<file path="config.mk">
export PLATFORM = sky130hd
export DESIGN_NAME = osc_bank
export DESIGN_NICKNAME = d
export VERILOG_FILES = /design/src/rtl/osc_bank_pkg.sv /design/src/rtl/osc_voice.sv /design/src/rtl/osc_bank.sv
export SDC_FILE = /design/constraint.sdc
export NUM_CORES = 1
export LEC_CHECK = 0
export ABC_AREA = 1
export BUFFER_PORTS_ARGS = -buffer_cell sky130_fd_sc_hd__buf_2
export CAP_MARGIN = 30
export CELL_PAD_IN_SITES_DETAIL_PLACEMENT = 1
export CELL_PAD_IN_SITES_GLOBAL_PLACEMENT = 1
export CORE_ASPECT_RATIO = 1.1
export CORE_MARGIN = 1
export CORE_UTILIZATION = 42
export CTS_CLUSTER_DIAMETER = 150
export DETAILED_ROUTE_END_ITERATION = 10
export GPL_ROUTABILITY_DRIVEN = 0
export GPL_TIMING_DRIVEN = 0
export PLACE_DENSITY = 0.86
export SETUP_SLACK_MARGIN = 0.3
export SYNTH_ARGS = -nofsm -noshare
export SYNTH_HDL_FRONTEND = slang
export SYNTH_SLANG_ARGS = --single-unit
</file>
<file path="constraint.sdc">
create_clock -name clk_i -period 1.9 [get_ports clk_i]
set_clock_uncertainty 0.1 [all_clocks]
set_input_delay 0.095 -clock clk_i [delete_from_list [all_inputs] [get_ports clk_i]]
set_output_delay 0.095 -clock clk_i [all_outputs]
set_load 0.005 [all_outputs]
</file>
<file path="src/rtl/osc_bank_pkg.sv">
// Shared defaults and allocation types for the polyphonic square-wave oscillator bank.
package osc_bank_pkg;

  localparam int unsigned OSC_CNT_BW     = 16;
  localparam int unsigned OSC_NOTE_BW    = 7;
  localparam int unsigned OSC_NUM_VOICES = 4;

  typedef enum logic [1:0] {
    ALLOC_NONE,
    ALLOC_RETRIG,
    ALLOC_FREE,
    ALLOC_STEAL
  } alloc_e;

endpackage

</file>
<file path="src/rtl/osc_voice.sv">
// One oscillator voice: half-period counter, wave toggle and the note/active registers.
module osc_voice
  import osc_bank_pkg::*;
#(
  parameter int unsigned CNT_BW  = OSC_CNT_BW,
  parameter int unsigned NOTE_BW = OSC_NOTE_BW
) (
  input  logic               clk_i,
  input  logic               nrst_i,
  input  logic               load_i,
  input  logic               clear_i,
  input  logic [NOTE_BW-1:0] note_i,
  input  logic [CNT_BW-1:0]  half_cnt_i,
  output logic               active_o,
  output logic [NOTE_BW-1:0] note_o,
  output logic               wave_o
);

  logic [CNT_BW-1:0] half_cnt;
  logic [CNT_BW-1:0] counter;

  always_ff @(posedge clk_i or negedge nrst_i) begin
    if (!nrst_i) begin
      active_o <= 1'b0;
      note_o   <= '0;
      half_cnt <= '0;
      counter  <= '0;
      wave_o   <= 1'b0;
    end else if (load_i) begin
      active_o <= 1'b1;
      note_o   <= note_i;
      half_cnt <= half_cnt_i;
      counter  <= '0;
      wave_o   <= 1'b0;
    end else if (clear_i || !active_o) begin
      active_o <= 1'b0;
      counter  <= '0;
      wave_o   <= 1'b0;
    end else if (counter == half_cnt) begin
      counter  <= '0;
      wave_o   <= ~wave_o;
    end else begin
      counter  <= counter + 1'b1;
    end
  end

endmodule

</file>
<file path="src/rtl/osc_bank.sv">
// Polyphonic oscillator bank: note-on allocation (retrigger / lowest free / round-robin steal)
// over NUM_VOICES osc_voice instances, plus a registered popcount of the wave outputs.
module osc_bank
  import osc_bank_pkg::*;
#(
  parameter int unsigned NUM_VOICES = OSC_NUM_VOICES,
  parameter int unsigned CNT_BW     = OSC_CNT_BW,
  parameter int unsigned NOTE_BW    = OSC_NOTE_BW
) (
  input  logic                                clk_i,
  input  logic                                nrst_i,
  input  logic                                noteOnStrb_i,
  input  logic                                noteOffStrb_i,
  input  logic [NOTE_BW-1:0]                  note_i,
  input  logic [CNT_BW-1:0]                   halfCntPeriod_i,
  output logic [NUM_VOICES-1:0]               active_o,
  output logic [NUM_VOICES-1:0]               wave_o,
  output logic [$clog2(NUM_VOICES+1)-1:0]     mix_o,
  output logic                                steal_o
);

  localparam int unsigned PTR_BW = $clog2(NUM_VOICES);
  localparam int unsigned MIX_BW = $clog2(NUM_VOICES + 1);

  logic [NOTE_BW-1:0]    voice_note [NUM_VOICES];
  logic [NUM_VOICES-1:0] match_v;
  logic [NUM_VOICES-1:0] load_v;
  logic [NUM_VOICES-1:0] clear_v;
  logic [PTR_BW-1:0]     free_idx;
  logic [PTR_BW-1:0]     steal_ptr;
  logic                  any_free;
  logic [MIX_BW-1:0]     mix_d;
  alloc_e                alloc;

  // Match vector and lowest-index free voice.
  always_comb begin
    match_v  = '0;
    free_idx = '0;
    any_free = 1'b0;
    for (int unsigned i = 0; i < NUM_VOICES; i++) begin
      match_v[i] = active_o[i] && (voice_note[i] == note_i);
      if (!active_o[i] && !any_free) begin
        any_free = 1'b1;
        free_idx = PTR_BW'(i);
      end
    end
  end

  // Note-on wins over a simultaneous note-off.
  always_comb begin
    alloc   = ALLOC_NONE;
    load_v  = '0;
    clear_v = '0;
    if (noteOnStrb_i) begin
      if (|match_v)      alloc = ALLOC_RETRIG;
      else if (any_free) alloc = ALLOC_FREE;
      else               alloc = ALLOC_STEAL;
    end
    case (alloc)
      ALLOC_RETRIG: load_v = match_v;
      ALLOC_FREE:   load_v[free_idx] = 1'b1;
      ALLOC_STEAL:  load_v[steal_ptr] = 1'b1;
      default:      if (noteOffStrb_i) clear_v = match_v;
    endcase
  end

  always_comb begin
    mix_d = '0;
    for (int unsigned i = 0; i < NUM_VOICES; i++) begin
      mix_d = mix_d + MIX_BW'(wave_o[i]);
    end
  end

  always_ff @(posedge clk_i or negedge nrst_i) begin
    if (!nrst_i) begin
      steal_ptr <= '0;
      steal_o   <= 1'b0;
      mix_o     <= '0;
    end else begin
      steal_o <= (alloc == ALLOC_STEAL);
      mix_o   <= mix_d;
      if (alloc == ALLOC_STEAL) begin
        steal_ptr <= (steal_ptr == PTR_BW'(NUM_VOICES - 1)) ? '0 : steal_ptr + 1'b1;
      end
    end
  end

  for (genvar v = 0; v < NUM_VOICES; v++) begin : g_voice
    osc_voice #(
      .CNT_BW  (CNT_BW),
      .NOTE_BW (NOTE_BW)
    ) u_voice (
      .clk_i      (clk_i),
      .nrst_i     (nrst_i),
      .load_i     (load_v[v]),
      .clear_i    (clear_v[v]),
      .note_i     (note_i),
      .half_cnt_i (halfCntPeriod_i),
      .active_o   (active_o[v]),
      .note_o     (voice_note[v]),
      .wave_o     (wave_o[v])
    );
  end

endmodule

</file>
==> metrics.csv <==
stage,metric,value,unit
timing,fin_crit_sh,128,%
critical_path,critPathCaptureType,flip-flop,
placed_design,place_area,10500,µm²
synth,synth-simple-area-share,38.1,%
clocking,clkLatencyLatePin,0.44,ns
placed_design,dp_hpwl,21000,µm
timing,finalCriticalPeriod,2.44,ns
final_layout,syn2layout_area_growth,35.6,%
die,coreArea,22800,µm²
global_route,track_usage,33.7,%
die,fp.dieH,162,µm
power,power,20.1,mW
route,via_per_inst,6.11,
timing,hold_viol,0,
synth,syn_avg_cell_area,7.71,µm²
power,clockPowerShare,19.6,%
die,die_w,147,µm
critical_path,cp.arrival,2.70,ns
critical_path,cp_max_fo,8,
synth,synth_top_area_share,43.7,%
hold_path,hp-class,primary input to asynchronous set/reset pin,
route,drt-pass1-iter-count,5,
timing,rsz0062_at_grt,true,
die,fp-row-count,58,
synth,synthXorXnorAreaFrac,7.11,%
timing,report.final.setup_viol,167,
final_layout,n_fill_cell,2706,
clocking,cts_made_buffers,17,
flow_run,maxCapViolCount,0,
global_route,grt_pass1_wl,61200,µm
power,power_leakage,6.28,nW
clocking,cts_root_buffer,clkbuf_16,
run_status,status,finished with violations,
route,antenna_left,0,
placed_design,place_inst,1594,
run_status,violations,negative setup slack,
route,route.vias.total,10600,
power,pwr-share-seq,30.6,%
route,highest_layer,met4,
synth,syn-num-nets,1300,
route,route.detailed.drc,0,
synth,synth_top_family_by_area,simple AND/OR/NAND/NOR gates,
final_layout,antenna_cells,0,
synth,netlist_area,9730,µm²
route,met3_length,3660,µm
clocking,clk_pin_slew_worst_paths,0.08,ns
die,start_util,42.7,%
clocking,cts_sinks,170,
die,die-area,23800,µm²
synth,synthDistinctLibCells,35,
synth,synthAdderAreaFrac,1.49,%
timing,drv_slew,0,
timing,max_freq,410,MHz
power,p_int,11.3,mW
synth,synth_flop_cell,dfrtp_1,
synth,yosysWarnings,0,
route,wl,45100,µm
power,pwr_density_cell,1520,nW/µm²
power,power_frac_comb,49.8,%
critical_path,required,2.16,ns
synth,synth_cells,1262,
route,routedWlPerCell,26.0,µm
power,irDropWorstVdd,1.01,mV
final_layout,final_cell_mix,"281 x nand2_1, 163 x dfrtp_1, 154 x nand4_1",
synth,ys_ff_latch,170,
synth,seq_area_frac_synth,43.7,%
timing,max-slew-margin-rel,23.0,%
clocking,clk_path_buf_depth,2,
critical_path,reg2reg_depth,14,
placed_design,place_ws,-0.388,ns
power,switchingPower,8.84,mW
synth,synth_compound_area_share,1.92,%
synth,yosys-top-cells-area,"dfrtp_1 44%, nand2_1 15%, nand4_1 9.9%",
synth,synth_top_area_cell,dfrtp_1,
critical_path,critPathLaunchType,flip-flop,
global_route,antenna_found_initial,0,
final_layout,nNetsFinal,1460,
synth,async_flop_share,100,%
clocking,cts_tree,built,
timing,fin_setup_tns,-64.42,ns
final_layout,drive_above_1_share,29.9,%
global_route,grt_max_degree,106,
timing,whs,0.0902,ns
synth,synth.area.mux_share,0,%
final_layout,fin_util,57.9,%
route,drt_iter0_drc,925,
placed_design,port-buffer-count,31,
final_layout,final_common_cell,nand2_1,
critical_path,crit_type,flip-flop to flip-flop,
final_layout,design_area,13200,µm²
route,wl_met2,21300,µm
route,wl_met1,16700,µm
final_layout,fin_cells,1735,
die,num_io_pins,39,
power,swShare,43.9,%
synth,synth-edff-count,0,
global_route,grt_pass1_vias,10800,
timing,worst_slack,-0.540,ns
clocking,cts_max_level,4,
timing,worst_pin_slew,1.15,ns
global_route,overflow,0,
final timing paths:
kind	startpoint	to	slack [ns]
setup / recovery	g_voice[2].u_voice.note_o[2]$_DFFE_PN0N_	steal_ptr[1]$_DFFE_PN0N_	-0.54
hold / removal	nrst_i	g_voice[2].u_voice.counter[13]$_DFF_PN0_	0.09
max in group asynchronous	nrst_i	g_voice[0].u_voice.wave_o$_DFFE_PN0P_	0.63
hold reg to reg	g_voice[3].u_voice.half_cnt[3]$_DFFE_PN0N_	g_voice[3].u_voice.half_cnt[3]$_DFFE_PN0N_	0.45
setup reg to reg	g_voice[2].u_voice.note_o[2]$_DFFE_PN0N_	steal_ptr[1]$_DFFE_PN0N_	-0.54
min in group clk_i	noteOnStrb_i	g_voice[1].u_voice.note_o[6]$_DFFE_PN0N_	0.16
power by group through the flow:
stage,sequential [mW],combinational [mW],clock [mW]
finish,6.16,10.0,3.93
global placement,5.97,5.78,0
global route,6.25,10.6,4.09
CTS,5.98,7.50,3.90
detailed placement,6.01,6.13,0
floorplan,5.68,4.72,0
Yosys cell counts, drive strengths merged, types with 10 or more instances:
library cell  number
or2               13
clkbuf            35
buf               31
ha                10
xor2              18
nor3              22
xnor2             61
nand2            381
inv              113
dfrtp            170
nor2             160
nand3             46
nand4            162
o21ai             22
layer usage:
layer  vias up  track usage [%]
met1      5261             39.8
met3       261             7.92
met4         0             20.4
met5         -                0
li1       4436                -
met2       647             55.9
cells by family after synthesis:
| logic type | count (synthesis) |
|---|---|
| AOI/OAI and AO/OA | 31 |
| and+or+nand+nor | 792 |
| adders and majority gates | 11 |
| DFF | 170 |
| buffers and inverters | 179 |
| xor gates and xnor gates | 79 |
state kept, by name, summed over array words and instances, names as in the netlist:
signal                    flops
steal_ptr                     2
g_voice.u_voice.wave_o        4
g_voice.u_voice.half_cnt     64
g_voice.u_voice.note_o       28
g_voice.u_voice.active_o      4
steal_o                       1
mix_o                         3
g_voice.u_voice.counter      64
area by class of cell:
class	instances	area, µm²	share of cell area, %
Clock inverter	15	206	1.56
Tap cell	300	375	2.84
Buffer	66	639	4.84
Inverter	113	424	3.21
Multi-Input combinational cell	914	5560	42.1
Clock buffer	17	425	3.22
Timing Repair Buffer	140	1310	9.89
Sequential cell	170	4260	32.3
critical path, stage by stage (launching register included):
cell and delay [ns]:
dfrtp_1 0.44, inv_1 0.11, nand2_1 0.08, nand2_1 0.09, nor2_1 0.06, nand2_2 0.13, nor2_8 0.07, nor2_8 0.20
buf_12 0.14, nand2_8 0.07, buf_4 0.15, buf_6 0.11, nor3_4 0.33, nand2_1 0.13, o21ai_1 0.13
repair_timing:
action / CTS / global route
endpoints found under the setup margin: 170 / 168
hold buffers: 24 / 0
hold endpoints to repair: 157 / 0
gates cloned: 8 / 5
gates resized for setup: 122 / 229
pin swaps: 23 / 64
setup buffers: 42 / 30
(Power assumes the default switching activity.)
